==> config.mk <==
export PLATFORM = sky130hd
export DESIGN_NAME = prod_accum_flat
export DESIGN_NICKNAME = d
export VERILOG_FILES = /design/src/rtl/prod_accum_if.sv /design/src/rtl/prod_accum.sv /design/src/flat_wrapper.sv
export SDC_FILE = /design/constraint.sdc
export NUM_CORES = 1
export LEC_CHECK = 0
export BUFFER_PORTS_ARGS = -buffer_cell sky130_fd_sc_hd__clkbuf_2
export CORE_MARGIN = 8
export CORE_UTILIZATION = 30
export CTS_BUF_LIST = sky130_fd_sc_hd__clkbuf_4
export DETAILED_ROUTE_END_ITERATION = 12
export PLACE_DENSITY = 0.55
export SYNTH_ARGS = -nofsm -noshare
export SYNTH_HDL_FRONTEND = slang
export SYNTH_SLANG_ARGS = --single-unit
==> constraint.sdc <==
create_clock -name clk -period 5 [get_ports clk]
set_input_delay 0.5 -clock clk [delete_from_list [all_inputs] [get_ports clk]]
set_output_delay 0.5 -clock clk [all_outputs]
set_load 0.02 [all_outputs]
==> src/rtl/prod_accum_if.sv <==
// Handshake bundle between a product source / result sink and prod_accum.
// The master side is the environment; the slave side is the accumulator.
interface prod_accum_if #(
    parameter int ACC_W = 20,
    parameter int LEN_W = 8
);
    logic             in_valid;
    logic             in_ready;
    logic [15:0]      product;
    logic [LEN_W-1:0] len;
    logic             out_valid;
    logic             out_ready;
    logic [ACC_W-1:0] acc_out;
    logic [LEN_W:0]   out_count;
    logic             overflow;

    modport master (
        output in_valid, product, len, out_ready,
        input  in_ready, out_valid, acc_out, out_count, overflow
    );

    modport slave (
        input  in_valid, product, len, out_ready,
        output in_ready, out_valid, acc_out, out_count, overflow
    );
endinterface

==> src/rtl/prod_accum.sv <==
// Frame accumulator: sums len unsigned 16-bit products, then holds the
// sum, the product count and a sticky carry-out flag until the sink takes them.
module prod_accum #(
    parameter int ACC_W = 20,
    parameter int LEN_W = 8
) (
    input  logic         clk,
    input  logic         rst,
    input  logic         clear,
    prod_accum_if.slave  bus
);
    typedef enum logic [1:0] {
        IDLE  = 2'd0,
        ACCUM = 2'd1,
        HOLD  = 2'd2
    } state_e;

    state_e           state_q, state_d;
    logic [ACC_W-1:0] acc_q, acc_d;
    logic [LEN_W:0]   cnt_q, cnt_d;
    logic [LEN_W:0]   len_q, len_d;
    logic             ovf_q, ovf_d;
    logic             out_valid_q, out_valid_d;

    logic             in_ready_s;
    logic             in_xfer_s;
    logic             out_xfer_s;
    logic [LEN_W:0]   len_ext_s;
    logic [LEN_W:0]   cnt_inc_s;
    logic [ACC_W:0]   sum_s;

    function automatic logic [ACC_W:0] add_zext(input logic [ACC_W-1:0] a,
                                                input logic [15:0]      p);
        return {1'b0, a} + {{(ACC_W-15){1'b0}}, p};
    endfunction

    // A length of zero encodes a full 2^LEN_W frame.
    assign len_ext_s  = (bus.len == {LEN_W{1'b0}}) ? {1'b1, {LEN_W{1'b0}}}
                                                   : {1'b0, bus.len};
    assign cnt_inc_s  = cnt_q + {{LEN_W{1'b0}}, 1'b1};
    assign sum_s      = add_zext(acc_q, bus.product);

    // Reset is folded in so no product can be taken while rst is low.
    assign in_ready_s = rst & ~clear & (state_q != HOLD);
    assign in_xfer_s  = bus.in_valid & in_ready_s;
    assign out_xfer_s = out_valid_q & bus.out_ready;

    assign bus.in_ready  = in_ready_s;
    assign bus.out_valid = out_valid_q;
    assign bus.acc_out   = acc_q;
    assign bus.out_count = cnt_q;
    assign bus.overflow  = ovf_q;

    // Next-state and datapath update for the frame FSM.
    always_comb begin
        state_d     = state_q;
        acc_d       = acc_q;
        cnt_d       = cnt_q;
        len_d       = len_q;
        ovf_d       = ovf_q;
        out_valid_d = out_valid_q;
        if (clear) begin
            state_d     = IDLE;
            acc_d       = {ACC_W{1'b0}};
            cnt_d       = {(LEN_W+1){1'b0}};
            ovf_d       = 1'b0;
            out_valid_d = 1'b0;
        end else begin
            case (state_q)
                IDLE: begin
                    if (in_xfer_s) begin
                        len_d = len_ext_s;
                        acc_d = {{(ACC_W-16){1'b0}}, bus.product};
                        cnt_d = {{LEN_W{1'b0}}, 1'b1};
                        ovf_d = 1'b0;
                        if (len_ext_s == {{LEN_W{1'b0}}, 1'b1}) begin
                            state_d     = HOLD;
                            out_valid_d = 1'b1;
                        end else begin
                            state_d     = ACCUM;
                        end
                    end else begin
                        state_d = IDLE;
                    end
                end
                ACCUM: begin
                    if (in_xfer_s) begin
                        acc_d = sum_s[ACC_W-1:0];
                        ovf_d = ovf_q | sum_s[ACC_W];
                        cnt_d = cnt_inc_s;
                        if (cnt_inc_s == len_q) begin
                            state_d     = HOLD;
                            out_valid_d = 1'b1;
                        end else begin
                            state_d     = ACCUM;
                        end
                    end else begin
                        state_d = ACCUM;
                    end
                end
                HOLD: begin
                    if (out_xfer_s) begin
                        state_d     = IDLE;
                        acc_d       = {ACC_W{1'b0}};
                        cnt_d       = {(LEN_W+1){1'b0}};
                        ovf_d       = 1'b0;
                        out_valid_d = 1'b0;
                    end else begin
                        state_d = HOLD;
                    end
                end
                default: begin
                    state_d     = IDLE;
                    acc_d       = {ACC_W{1'b0}};
                    cnt_d       = {(LEN_W+1){1'b0}};
                    ovf_d       = 1'b0;
                    out_valid_d = 1'b0;
                end
            endcase
        end
    end

    // State and output registers, cleared asynchronously by rst.
    always_ff @(posedge clk or negedge rst) begin
        if (!rst) begin
            state_q     <= IDLE;
            acc_q       <= {ACC_W{1'b0}};
            cnt_q       <= {(LEN_W+1){1'b0}};
            len_q       <= {(LEN_W+1){1'b0}};
            ovf_q       <= 1'b0;
            out_valid_q <= 1'b0;
        end else begin
            state_q     <= state_d;
            acc_q       <= acc_d;
            cnt_q       <= cnt_d;
            len_q       <= len_d;
            ovf_q       <= ovf_d;
            out_valid_q <= out_valid_d;
        end
    end
endmodule

==> src/flat_wrapper.sv <==
// flat-port wrapper written by rule: the top's interface ports become plain ports
module prod_accum_flat 
#(
    parameter int ACC_W = 20,
    parameter int LEN_W = 8
)
  (clk, rst, clear, bus_in_valid, bus_product, bus_len, bus_out_ready, bus_in_ready, bus_out_valid, bus_acc_out, bus_out_count, bus_overflow);
  prod_accum_if #(.ACC_W(ACC_W), .LEN_W(LEN_W)) bus_i ();
  input  logic clk;
  input  logic rst;
  input  logic clear;
  input wire logic [$bits(bus_i.in_valid)-1:0] bus_in_valid;
  input wire logic [$bits(bus_i.product)-1:0] bus_product;
  input wire logic [$bits(bus_i.len)-1:0] bus_len;
  input wire logic [$bits(bus_i.out_ready)-1:0] bus_out_ready;
  output wire logic [$bits(bus_i.in_ready)-1:0] bus_in_ready;
  output wire logic [$bits(bus_i.out_valid)-1:0] bus_out_valid;
  output wire logic [$bits(bus_i.acc_out)-1:0] bus_acc_out;
  output wire logic [$bits(bus_i.out_count)-1:0] bus_out_count;
  output wire logic [$bits(bus_i.overflow)-1:0] bus_overflow;
  assign bus_i.in_valid = bus_in_valid;
  assign bus_i.product = bus_product;
  assign bus_i.len = bus_len;
  assign bus_i.out_ready = bus_out_ready;
  assign bus_in_ready = bus_i.in_ready;
  assign bus_out_valid = bus_i.out_valid;
  assign bus_acc_out = bus_i.acc_out;
  assign bus_out_count = bus_i.out_count;
  assign bus_overflow = bus_i.overflow;
  prod_accum #(.ACC_W(ACC_W), .LEN_W(LEN_W)) u_core (.clk(clk), .rst(rst), .clear(clear), .bus(bus_i));
endmodule
---- After elaboration in Yosys (flattened, before gate mapping) ----
Index checks and enable logic that the tools add are counted.
storage, ports and cells
  logic and storage cells ................. 58
  bits of input ports ..................... 29
  output and inout bits ................... 32
  register bits after elaboration ......... 42
operators by class
  mux-type cells .......................... 29
  add/sub/neg operators ................... 2
  reduce and logical (&&, ||, !) cells .... 5
  bitwise gates (word level) .............. 6
  eq/ne operators ......................... 10
operator list
  kind                   number
  $mux W20               4
  $pmux W20 S3           1
  $mux W9                5
  $pmux W9 S3            1
  $add A20 B16 Y21       1
  $ne A3 B2 Y1 const B   5
  $mux W2                6
  $add A9 B1 Y9 const B  1
  $eq A9 B1 Y1 const B   1
  $eq A9 B9 Y1           1
  $mux W1                9
  $logic_not A8 Y1       1
  $pmux W1 S3            2
  $pmux W2 S3            1
  $reduce_and A3 Y1      2
  $reduce_and A5 Y1      1
  $and A1 B1 Y1          4
  $eq A2 B1 Y1 const B   1
  $eq A2 B2 Y1 const B   1
  $logic_not A2 Y1       1
  $ne A2 B2 Y1 const B   1
  $not A1 Y1             1
  $or A1 B1 Y1           1

---- Longest topological paths before layout ----
Gate-level depths: netlist of the first run.
  depth in word-level cells ............... 7
  depth in mapped cells ................... 9
  depth with buffers taken out ............ 9

---- Worst setup path before layout of the first run ----
Ideal clock, no wire load.
  path type ............................... register -> register
  start ................................... register u_core.acc_q[0], in the netlist u_core.bus.acc_out[0]
  end ..................................... register u_core.acc_q[16], in the netlist u_core.bus.acc_out[16]
  period minus slack after synthesis ...... 2.537 ns
  slack ................................... 2.463 ns
  required time ........................... 4.918 ns
  buffers on the path ..................... 0
  setup time .............................. 0.082 ns
  arrival ................................. 2.455 ns
  stages on the path, launching flop included .. 10
  cell sequence ........................... dfrtp_1 -> ha_1 -> fa_1 -> a21oi_1 -> o21ai_0 -> nand2_1 -> a31oi_1 -> a41o_1 -> or4_1 -> a31oi_1
on the way
  longest elaborated chain between the ends .. 4
ends and longest elaborated chain
  element                 RTL line           RTL
  from (decl)             prod_accum.sv:19   logic [ACC_W-1:0] acc_q, acc_d;
  from (signal assigned)  prod_accum.sv:127  acc_q <= {ACC_W{1'b0}};
  $add A20 B16 Y21        prod_accum.sv:34   return {1'b0, a} + {{(ACC_W-15){1'b0}}, p};
  $mux W20                prod_accum.sv:87   if (in_xfer_s) begin
  $pmux W20 S3            prod_accum.sv:69   case (state_q)
  $mux W20                prod_accum.sv:62   if (clear) begin
No other way between the ends. The select of a mux whose other input is x is not followed.
A chain may end at the register's enable or synchronous reset.

---- Worst setup path in the final report of the first run ----
  start ................................... register u_core.state_q[0]
  end ..................................... register u_core.len_q[2]
on the way
  longest elaborated chain between the ends .. 4
  elaborated cells between the ends (all ways) .. 5
  classes of those cells .................. 1 x eq/ne; 2 x bitwise; 2 x reduce/logical
ends and longest elaborated chain
  element                          RTL line           RTL
  from (decl)                      prod_accum.sv:18   state_e state_q, state_d;
  from (signal assigned)           prod_accum.sv:133  state_q <= state_d;
  $ne A2 B2 Y1                     prod_accum.sv:44   assign in_ready_s = rst & ~clear & (state_q != HOLD);
  $and A1 B1 Y1                    prod_accum.sv:44
  $and A1 B1 Y1                    prod_accum.sv:45   assign in_xfer_s = bus.in_valid & in_ready_s;
  $reduce_and A3 Y1 (no line) (*)  n/a
  to (signal assigned)             prod_accum.sv:129  len_q <= {(LEN_W+1){1'b0}};
  to (signal assigned)             prod_accum.sv:136  len_q <= len_d;
  to (decl)                        prod_accum.sv:21   logic [LEN_W:0] len_q, len_d;
Mark *: on every way between the ends. The rest lies on a longest branch, timed or not.

==> results.yml, run 1 <==
cts:
  hold_buffers: 0
  post_cts_resized: 0
  cts.sinks: 42
  insertion_delay_ns: 0.36
  cts_max_path_buffers: 2
  htree_levels: 2
  numCtsBuffers: 5
  cts_tree: "done"
  postCtsSetupBuffers: 0
  path_clk_slew_ns: 0.15
  cts-root-buf: "clkbuf_4"
critical_path:
  path_class: "flip-flop to flip-flop"
  r2r_start: "u_core.state_q[0]$_DFF_PN0_"
  crit_slowest_cell: "nor3b_2"
  critical_path_arrival_ns: 3.23
  worst-path-stages: 5
  worstPathCellList: "inv_2 > a211oi_2 > and2_4 > nor3b_2 > mux2_2"
  cp.buffers_inverters: 1
  worstRegToRegCells: 5
  critPathTopFamily: "simple AND/OR/NAND/NOR gates"
  worst_setup_path_start_kind: "flip-flop"
  cp-end-kind: "flip-flop"
  cp_max_fo: 19
  slowest_delay_ns: 1.01
  r2r_setup_slack_ns: 2.03
  r2r-end: "u_core.len_q[2]$_DFFE_PN0P_"
  cp_data_required_time_ns: 5.26
yosys:
  ys_seq_elements: 42
  synth.yosys.seq_area_share: 0.3499
  syn_area_sq_um: 3004
  synth_xor_area_frac: 0.06706
  yosys-mux-area-fraction: 0.04040
  ys.flop_type: "dfrtp_1"
  ys_warn_count: 0
  synth_top_family_by_area: "compound AO/OA/AOI/OAI gates"
  synth_top_area_share: 0.3499
  async_reset_ff_frac: 1.000
  synthSimpleGateAreaFrac: 0.1870
  syn_area_per_cell_sq_um: 9.049
  ys_top_cells_by_count: "dfrtp_1, o21ai_0, nand2_1"
  ys_types: 65
  synth_area_leaders: "dfrtp_1, ha_1, o21ai_0"
  synth_top_area_cell: "dfrtp_1"
  yosysMostFrequentCell: "dfrtp_1"
  synth_adder_area_share: 0.07747
  syn_nets: 379
  syn-instance-count: 332
  synth-edff-count: 0
  synth_compound_area_frac: 0.2370
finish:
  finalNetCount: 437
  layout-drive-gt1-share: 0.2282
  fin_cells: 523
  seqCellArea_sq_um: 1051
  area_delta_synth_final_pct: 15.12
  multi_input_comb_area_sq_um: 1841
  antenna_cells: 0
  nFillCells: 1041
routing:
  drt_iter0_drc: 165
  viasPerCell: 5.287
  drt_first_pass_iters: 4
  routedWlPerCell_microns: 16.23
  vias: 2765
  route.detailed.drc: 0
  ant_nets: 0
  wirelength_mm: 8.488
place:
  numPortBuffers: 60
  hpwl_mm: 6.342
  dp.cells: 516
  gp_congestion: 0.8468
global_route:
  grt_antenna_before_repair: 0
  grt_pass1_vias: 2709
  grt.total_usage: 0.1266
  grt_overflow: 0
  grt_pass1_wl_mm: 13.54
  grt_max_degree: 43
sta:
  skew_ns: 0.02066
  finalHoldViolCount: 0
  setup_viol: 0
  relSlewSlack: 0.1347
  timing.final.crit_share: 0.5943
  setup_tns_ns: 0
  fin_crit_ns: 2.972
  tightest_slew_ns: 1.292
  rsz0062_at_grt: "false"
  holdWs_ns: 0.2400
  report.final.slew_viol_count: 0
  max_freq_mhz: 336.5
power_and_ir_drop:
  p_per_area_nw_per_um2: 224.9
  ir_worst_vdd_uv: 83.35
  p_leak_uw: 0.001618
worst_hold_path:
  worstHoldPathType: "primary input to async pin"
die:
  fp.dieArea_sq_um: 13470
  rows: 36
  initial_core_util: 0.3088
  die_w_microns: 116.1
  io_pins: 61
  core_area_sq_um: 9729
  die_y_microns: 116.1
job:
  maxCapViolations: 0
run_status:
  status: "completed"
## metrics by stage
stage | power [uW] | instance area [sq um] | worst slack, ns | util
global route | 823.4 | 3458 | 1.901 | 0.3555
floorplan | 548.2 | 3004 | 2.463 | -
CTS | 787.6 | 3458 | 2.040 | 0.3555
detailed placement | 613.7 | 3411 | 2.065 | 0.3506
finish | 777.8 | 3458 | 2.028 | 0.3555
global placement | 612.6 | 3411 | 2.087 | 0.3506
## worst max path at each step
stage	start	to	slack [ns]
6_report	u_core.state_q[0]$_DFF_PN0_	u_core.len_q[2]$_DFFE_PN0P_	2.03
5_1_grt	u_core.state_q[0]$_DFF_PN0_	u_core.len_q[2]$_DFFE_PN0P_	1.90
4_1_cts	u_core.state_q[0]$_DFF_PN0_	u_core.len_q[2]$_DFFE_PN0P_	2.04
3_5_place_dp	clear	u_core.bus.out_count[5]$_DFFE_PN0P_	2.06
3_3_place_gp	u_core.state_q[0]$_DFF_PN0_	u_core.len_q[3]$_DFFE_PN0P_	2.09
2_1_floorplan	u_core.bus.acc_out[0]$_DFFE_PN0P_	u_core.bus.acc_out[16]$_DFFE_PN0P_	2.46
## per-layer routing
layer,share of wire,vias to the layer above,global-route usage
met5,0,-,0
met4,0.015,0,0.04322
met3,0.063,11,0.02866
met2,0.44,76,0.1992
met1,0.48,1320,0.1664
li1,-,1358,-
## registers in the layout (all words and copies together), names as in the netlist
| signal | flops |
|---|---|
| u_core.len_q | 9 |
| u_core.state_q | 2 |
| u_core.bus.out_valid | 1 |
| u_core.bus.out_count | 9 |
| u_core.bus.overflow | 1 |
| u_core.bus.acc_out | 20 |
## placed cells by master, fill, tap and decap left out, types with 3 or more instances in the layout
| cell | count |
|---|---|
| clkbuf_2 | 60 |
| dfrtp_1 | 42 |
| o21ai_0 | 32 |
| nand2_1 | 29 |
| a21oi_1 | 27 |
| nor2_1 | 27 |
| ha_1 | 17 |
| xnor2_1 | 13 |
| inv_1 | 11 |
| xor2_1 | 10 |
| nand3_1 | 9 |
| nor3_1 | 8 |
| a21o_1 | 8 |
| mux2_2 | 6 |
| clkbuf_4 | 5 |
| nand4_1 | 4 |
| a211oi_1 | 4 |
| o22ai_1 | 4 |
| or3_1 | 3 |
| nor4b_1 | 3 |
| a22oi_1 | 3 |
| mux2_1 | 3 |
## layout make-up
class | count | area share
timing repair buffer | 61 | 0.08900
inverter | 12 | 0.01302
tap | 133 | 0.04812
sequential | 42 | 0.3039
multi-input combinational | 268 | 0.5322
clock inverter | 2 | 0.002894
clock buffer | 5 | 0.01085
## cell families after synthesis
family,after synthesis
flip-flops,42
AO/OA/AOI/OAI,111
AND/OR/NAND/NOR,105
multiplexers,11
XOR/XNOR,23
adder cells (fa/ha/maj),18
buffers and inverters,22
## power by group
part / internal [uW] / switching, uW
clock network: 50.9 / 121
logic: 92.2 / 123
registers: 365 / 26.1
total: 508 / 269
Note: power is estimated with default switching activity, not from simulation.
==> inputs of run 2 (changes only) <==
==> constraint.sdc (replaced) <==
create_clock -name clk -period 2.9 [get_ports clk]
set_input_delay 0.29 -clock clk [delete_from_list [all_inputs] [get_ports clk]]
set_output_delay 0.29 -clock clk [all_outputs]
set_load 0.02 [all_outputs]
==> run 2 against run 1 <==
  * Global-route usage is 0.26 points higher
  * Hold slack worse by 0.22 ns
  * Clock skew shrank 0.0053 ns
  * Sequential cell count unchanged
  * Die area stayed put
  * Sequential share of layout area decreased by 0.58 points
  * Register-to-register slack worse by 1.9 ns
  * Critical endpoint is now u_core.bus.acc_out[16]$_DFFE_PN0P_
==> results.yml, run 2 (synthesis results as in run 1) <==
run_status:
  status: "completed"
routing:
  viasPerCell: 5.158
  routedWlPerCell_microns: 16.02
  route.detailed.drc: 0
  drt_iter0_drc: 141
  wirelength_mm: 8.523
  drt_first_pass_iters: 4
  ant_nets: 0
  vias: 2744
die:
  core_area_sq_um: 9729
  die_w_microns: 116.1
  initial_core_util: 0.3088
  die_y_microns: 116.1
  fp.dieArea_sq_um: 13470
  io_pins: 61
  rows: 36
critical_path:
  critical_path_arrival_ns: 3.02
  path_class: "flip-flop to flip-flop"
  r2r-end: "u_core.bus.acc_out[16]$_DFFE_PN0P_"
  worst_setup_path_start_kind: "flip-flop"
  cp_data_required_time_ns: 3.18
  worstPathCellList: "ha_1 > fa_1 > a21oi_1 > o21ai_0 > nand2_1 > a31oi_1 > a41o_1 > or4_1 > a31oi_1"
  cp_max_fo: 4
  r2r_start: "u_core.bus.acc_out[0]$_DFFE_PN0P_"
  r2r_setup_slack_ns: 0.16
  crit_slowest_cell: "dfrtp_1"
  crit_top_cell: "a31oi_1"
  worstRegToRegCells: 9
  cp-end-kind: "flip-flop"
  slowest_delay_ns: 0.42
cts:
  cts-root-buf: "clkbuf_4"
  insertion_delay_ns: 0.35
  cts.sinks: 42
  hold_buffers: 0
  path_clk_slew_ns: 0.14
  htree_levels: 2
  post_cts_resized: 0
  cts_max_path_buffers: 2
  numCtsBuffers: 5
  postCtsSetupBuffers: 0
  cts_tree: "done"
place:
  post_dp_cell_area_sq_um: 3477
  hpwl_mm: 6.444
  dp.cells: 524
  numPortBuffers: 60
  gp_congestion: 0.8384
sta:
  tightest_slew_ns: 0.7107
  report.final.slew_viol_count: 0
  rsz0062_at_grt: "false"
  setup_tns_ns: 0
  timing.final.crit_share: 0.9439
  skew_ns: 0.01534
  fin_crit_ns: 2.737
  setup_viol: 0
  max_freq_mhz: 365.3
  finalHoldViolCount: 0
  relSlewSlack: 0.5251
power_and_ir_drop:
  total_power_uw: 1337
  ir_worst_vdd_uv: 195.7
  seq_power_share: 0.504
  swShare: 0.3395
  p_comb_frac: 0.283
  power.switching_uw: 454.1
  p_int_uw: 883.3
  p_per_area_nw_per_um2: 379.3
  pwr-share-clk: 0.213
  p_leak_uw: 0.001657
finish:
  utilization: 0.3624
  finalNetCount: 445
  final_common_cell: "clkbuf_2"
  design_area_sq_um: 3526
  largest_reg_flops: 20
  layout_common_cells: "clkbuf_2, dfrtp_1, o21ai_0, nand2_1"
  fin_cells: 532
  antenna_cells: 0
  layout-drive-gt1-share: 0.2381
  nFillCells: 1050
  area_delta_synth_final_pct: 17.37
global_route:
  grt_pass1_wl_mm: 13.85
  grt_antenna_before_repair: 0
  grt_pass1_vias: 2741
  grt_max_degree: 43
  grt_overflow: 0
  grt.total_usage: 0.1292
worst_hold_path:
  worstHoldPathType: "primary input to async pin"
job:
  maxCapViolations: 0
[run 2: changes by cell type in the layout (fill, tap and decap cells not counted), sizes merged]
cell	change
buf	+8
clkinv	+1
[run 2: power by group through the flow]
| stage | clock network, uW | registers (uW) | logic [uW] |
|---|---|---|---|
| finish | 285 | 675 | 378 |
| detailed placement | 0 | 686 | 379 |
| CTS | 304 | 675 | 380 |
| global route | 335 | 682 | 422 |
| global placement | 0 | 684 | 376 |
| floorplan | 0 | 691 | 254 |
[run 2: metrics by stage]
step                      setup slack (ns)  hold WS, ns
final                               0.1627      0.01670
after global routing               0.01771      0.04239
after CTS                           0.1739      0.02446
after detailed placement            0.2019       0.4344
after global placement              0.2757       0.4283
after floorplan                     0.3630    -0.005591
[run 2: layer usage]
layer,vias up,GRT usage,part of all wire
li1,1373,-,-
met1,1299,0.1617,0.46
met2,70,0.2146,0.46
met3,2,0.03856,0.078
met4,0,0.02593,0.0035
met5,-,0,0
[run 2: critical path, delay by kind of cell (launching register included)]
family                   cells  cell delay, ns
AND/OR/NAND/NOR              2            0.55
adder cells (fa/ha/maj)      2            0.67
AO/OA/AOI/OAI                5            1.04
flip-flops                   1            0.42
[run 2: layout make-up]
cell class / instances / area (sq um) / area share
Multi-Input combinational cell: 268 / 1834 / 0.5202
Sequential cell: 42 / 1051 / 0.2981
Timing Repair Buffer: 69 / 380.4 / 0.1079
Tap cell: 133 / 166.4 / 0.04720
Inverter: 12 / 45.04 / 0.01278
Clock buffer: 5 / 37.54 / 0.01065
Clock inverter: 3 / 11.26 / 0.003194
[run 2: worst max path at each step]
stage,startpoint,cells past startpoint,slack (ns),to
global route,u_core.bus.acc_out[0]$_DFFE_PN0P_,9,0.02,u_core.bus.acc_out[16]$_DFFE_PN0P_
global placement,u_core.bus.acc_out[0]$_DFFE_PN0P_,9,0.28,u_core.bus.acc_out[16]$_DFFE_PN0P_
CTS,u_core.bus.acc_out[0]$_DFFE_PN0P_,9,0.17,u_core.bus.acc_out[16]$_DFFE_PN0P_
floorplan,u_core.bus.acc_out[0]$_DFFE_PN0P_,9,0.36,u_core.bus.acc_out[16]$_DFFE_PN0P_
finish,u_core.bus.acc_out[0]$_DFFE_PN0P_,9,0.16,u_core.bus.acc_out[16]$_DFFE_PN0P_
detailed placement,u_core.bus.acc_out[0]$_DFFE_PN0P_,9,0.20,u_core.bus.acc_out[16]$_DFFE_PN0P_
==> inputs of run 3 (changes only) <==
--- a/config.mk
+++ b/config.mk
@@ -5,6 +5,7 @@
 export SDC_FILE = /design/constraint.sdc
 export NUM_CORES = 1
 export LEC_CHECK = 0
+export ABC_AREA = 1
 export BUFFER_PORTS_ARGS = -buffer_cell sky130_fd_sc_hd__clkbuf_2
 export CORE_MARGIN = 8
 export CORE_UTILIZATION = 30
==> run 3 against run 2 <==
  * Clock skew grew 0.0068 ns
  * Cell count grew 28%
  * First-iteration DRC count grew 14%
  * Routed wire length grew 13%
  * Total power shrank 0.52%
  * Clock-buffer cell count grew 1
  * Non-clock buffer count shrank 5
  * Hold slack gained 0.057 ns
  * Sequential cell count is the same
  * Utilization shrank 0.40 points
==> results.yml, run 3 <==
place:
  numPortBuffers: 60
  hpwl_mm: 7.455
  gp_congestion: 0.8985
  dp.cells: 670
  dpl_worst_slack_ns: 0.3517
routing:
  vias: 3305
  route.detailed.drc: 0
  ant_nets: 0
  drt_iter0_drc: 161
  viasPerCell: 4.867
  routedWlPerCell_microns: 14.15
  wirelength_mm: 9.605
  drt_first_pass_iters: 4
yosys:
  synth_top_area_share: 0.3343
  ys.flop_type: "dfrtp_1"
  synth.yosys.seq_area_share: 0.3343
  synth_area_leaders: "dfrtp_1, nand2_1, ha_1"
  syn-instance-count: 476
  ys_top_cells_by_count: "nand2_1, inv_1, nor2_1"
  synth_top_area_cell: "dfrtp_1"
  ys_types: 30
  syn_area_per_cell_sq_um: 6.606
  synth-edff-count: 0
  ys_seq_elements: 42
  ys_warn_count: 0
  yosysMostFrequentCell: "nand2_1"
  async_reset_ff_frac: 1.000
  syn_nets: 523
  syn_area_sq_um: 3144
critical_path:
  cp_max_fo: 20
  path_class: "flip-flop to flip-flop"
  cp-end-kind: "flip-flop"
  cp_data_required_time_ns: 3.19
  critical_path_arrival_ns: 2.82
  worst_setup_path_start_kind: "flip-flop"
die:
  fp.dieArea_sq_um: 14010
  io_pins: 61
  die_y_microns: 118.4
  initial_core_util: 0.3073
  die_w_microns: 118.4
  core_area_sq_um: 10230
  rows: 37
cts:
  hold_buffers: 0
  cts.sinks: 42
  cts_tree: "done"
  htree_levels: 2
  cts_max_path_buffers: 2
  insertion_delay_ns: 0.37
  numCtsBuffers: 5
  cts-root-buf: "clkbuf_4"
  path_clk_slew_ns: 0.16
  postCtsSetupBuffers: 0
  post_cts_resized: 0
job:
  maxCapViolations: 0
finish:
  multi_input_comb_area_sq_um: 1867
  final_common_cell: "nand2_1"
  layout-drive-gt1-share: 0.1494
  seqCellArea_sq_um: 1051
  largest_reg_flops: 20
  nFillCells: 1105
  layout_common_cells: "nand2_1, clkbuf_2, inv_1, nor2_1, dfrtp_1"
  fin_cells: 679
  finalNetCount: 588
  area_delta_synth_final_pct: 16.63
sta:
  rsz0062_at_grt: "false"
  fin_crit_ns: 2.530
  finalHoldViolCount: 0
  worst_slack_ns: 0.3701
  setup_viol: 0
  report.final.slew_viol_count: 0
  max_freq_mhz: 395.3
  skew_ns: 0.02219
  setup_tns_ns: 0
  tightest_slew_ns: 0.9919
  timing.final.crit_share: 0.8724
  holdWs_ns: 0.07349
  relSlewSlack: 0.3380
global_route:
  grt.total_usage: 0.1369
  grt_pass1_vias: 3312
  grt_pass1_wl_mm: 15.97
  grt_antenna_before_repair: 1
  grt_max_degree: 43
  busiest_layer: "met2"
  met3_usage: 0.02332
  grt_use_met1: 0.1745
  grtUsageMet2: 0.2334
  grt_overflow: 0
power_and_ir_drop:
  power.switching_uw: 481.1
  total_power_uw: 1331
  seq_power_share: 0.493
  p_comb_frac: 0.266
  p_leak_uw: 0.001956
  pwr-share-clk: 0.241
  swShare: 0.3616
  ir_worst_vdd_uv: 166.4
  p_per_area_nw_per_um2: 362.8
  p_int_uw: 849.4
worst_hold_path:
  worstHoldPathType: "primary input to async pin"
run_status:
  status: "completed"
[run 3: cell types whose count changed after synthesis, moves of 4 or more]
cell      before  now
a211oi_1       4    0
a21o_1         8    0
a22o_1         2    7
clkbuf_8       4    0
inv_1         11   49
mux2_2         6    0
nand2_1       29  176
nand3_1        9   35
nor2_1        27   43
nor2_2         0    4
nor3_1         9    3
xnor2_1       13    1
xor2_1        10    0
[run 3: worst paths after layout]
| check | start | to | slack [ns] | depth (start not counted) |
|---|---|---|---|---|
| setup / recovery | u_core.state_q[1]$_DFF_PN0_ | u_core.bus.acc_out[16]$_DFFE_PN0P_ | 0.37 | 10 |
| hold / removal | rst | u_core.len_q[3]$_DFFE_PN0P_ | 0.07 | 2 |
| setup reg to reg | u_core.state_q[1]$_DFF_PN0_ | u_core.bus.acc_out[16]$_DFFE_PN0P_ | 0.37 | 10 |
| hold reg to reg | u_core.bus.out_valid$_DFFE_PN0P_ | u_core.bus.out_valid$_DFFE_PN0P_ | 0.51 | 2 |
| max in group asynchronous | rst | u_core.bus.acc_out[11]$_DFFE_PN0P_ | 2.41 | 2 |
| min in group clk | bus_len[3] | u_core.len_q[3]$_DFFE_PN0P_ | 0.14 | 3 |
[run 3: critical path, stage by stage (launching register included)]
cell	delay [ns]
dfrtp_1	0.41
inv_1	0.10
nor2_1	0.18
nor2_2	0.07
nand2_2	0.12
a21oi_4	0.09
nor2_2	0.76
inv_2	0.33
nand2_1	0.16
nor2_1	0.07
nor3_1	0.18
[run 3: cells by family (layout without fill, tap and decap cells)]
| group | after synthesis | in the layout | share of synthesized area |
|---|---|---|---|
| AOI/OAI and AO/OA | 83 | 83 | 0.1524 |
| buffers and inverters | 56 | 122 | 0.07202 |
| DFF | 42 | 42 | 0.3343 |
| adders and majority gates | 18 | 18 | 0.07401 |
| other | 0 | 1 | 0 |
| xor gates and xnor gates | 1 | 1 | 0.002786 |
| and+or+nand+nor | 276 | 276 | 0.3645 |
[run 3: cell type report]
type / count / share of cell area
multi-input combinational: 378 / 0.5090
sequential: 42 / 0.2866
timing repair buffer: 64 / 0.09007
inverter: 50 / 0.05118
tap: 136 / 0.04640
clock buffer: 6 / 0.01228
clock inverter: 2 / 0.003753
antenna: 1 / 0.0006824
[run 3: power by group through the flow]
stage	clock (uW)	combinational [uW]	sequential, uW
after CTS	345	356	656
final	321	354	656
after global routing	363	402	662
after floorplan	0	222	674
after detailed placement	0	353	667
after global placement	0	350	666
[run 3: through the flow]
stage	utilization	area, sq um
after floorplan	-	3144
after global routing	0.3584	3667
final	0.3584	3667
after global placement	0.3525	3606
after detailed placement	0.3525	3606
after CTS	0.3582	3665
[run 3: layer usage]
metal	vias to the layer above	wire length, microns
li1	1696	-
met1	1534	4612
met2	67	4476
met3	8	390
met4	0	126
met5	-	0
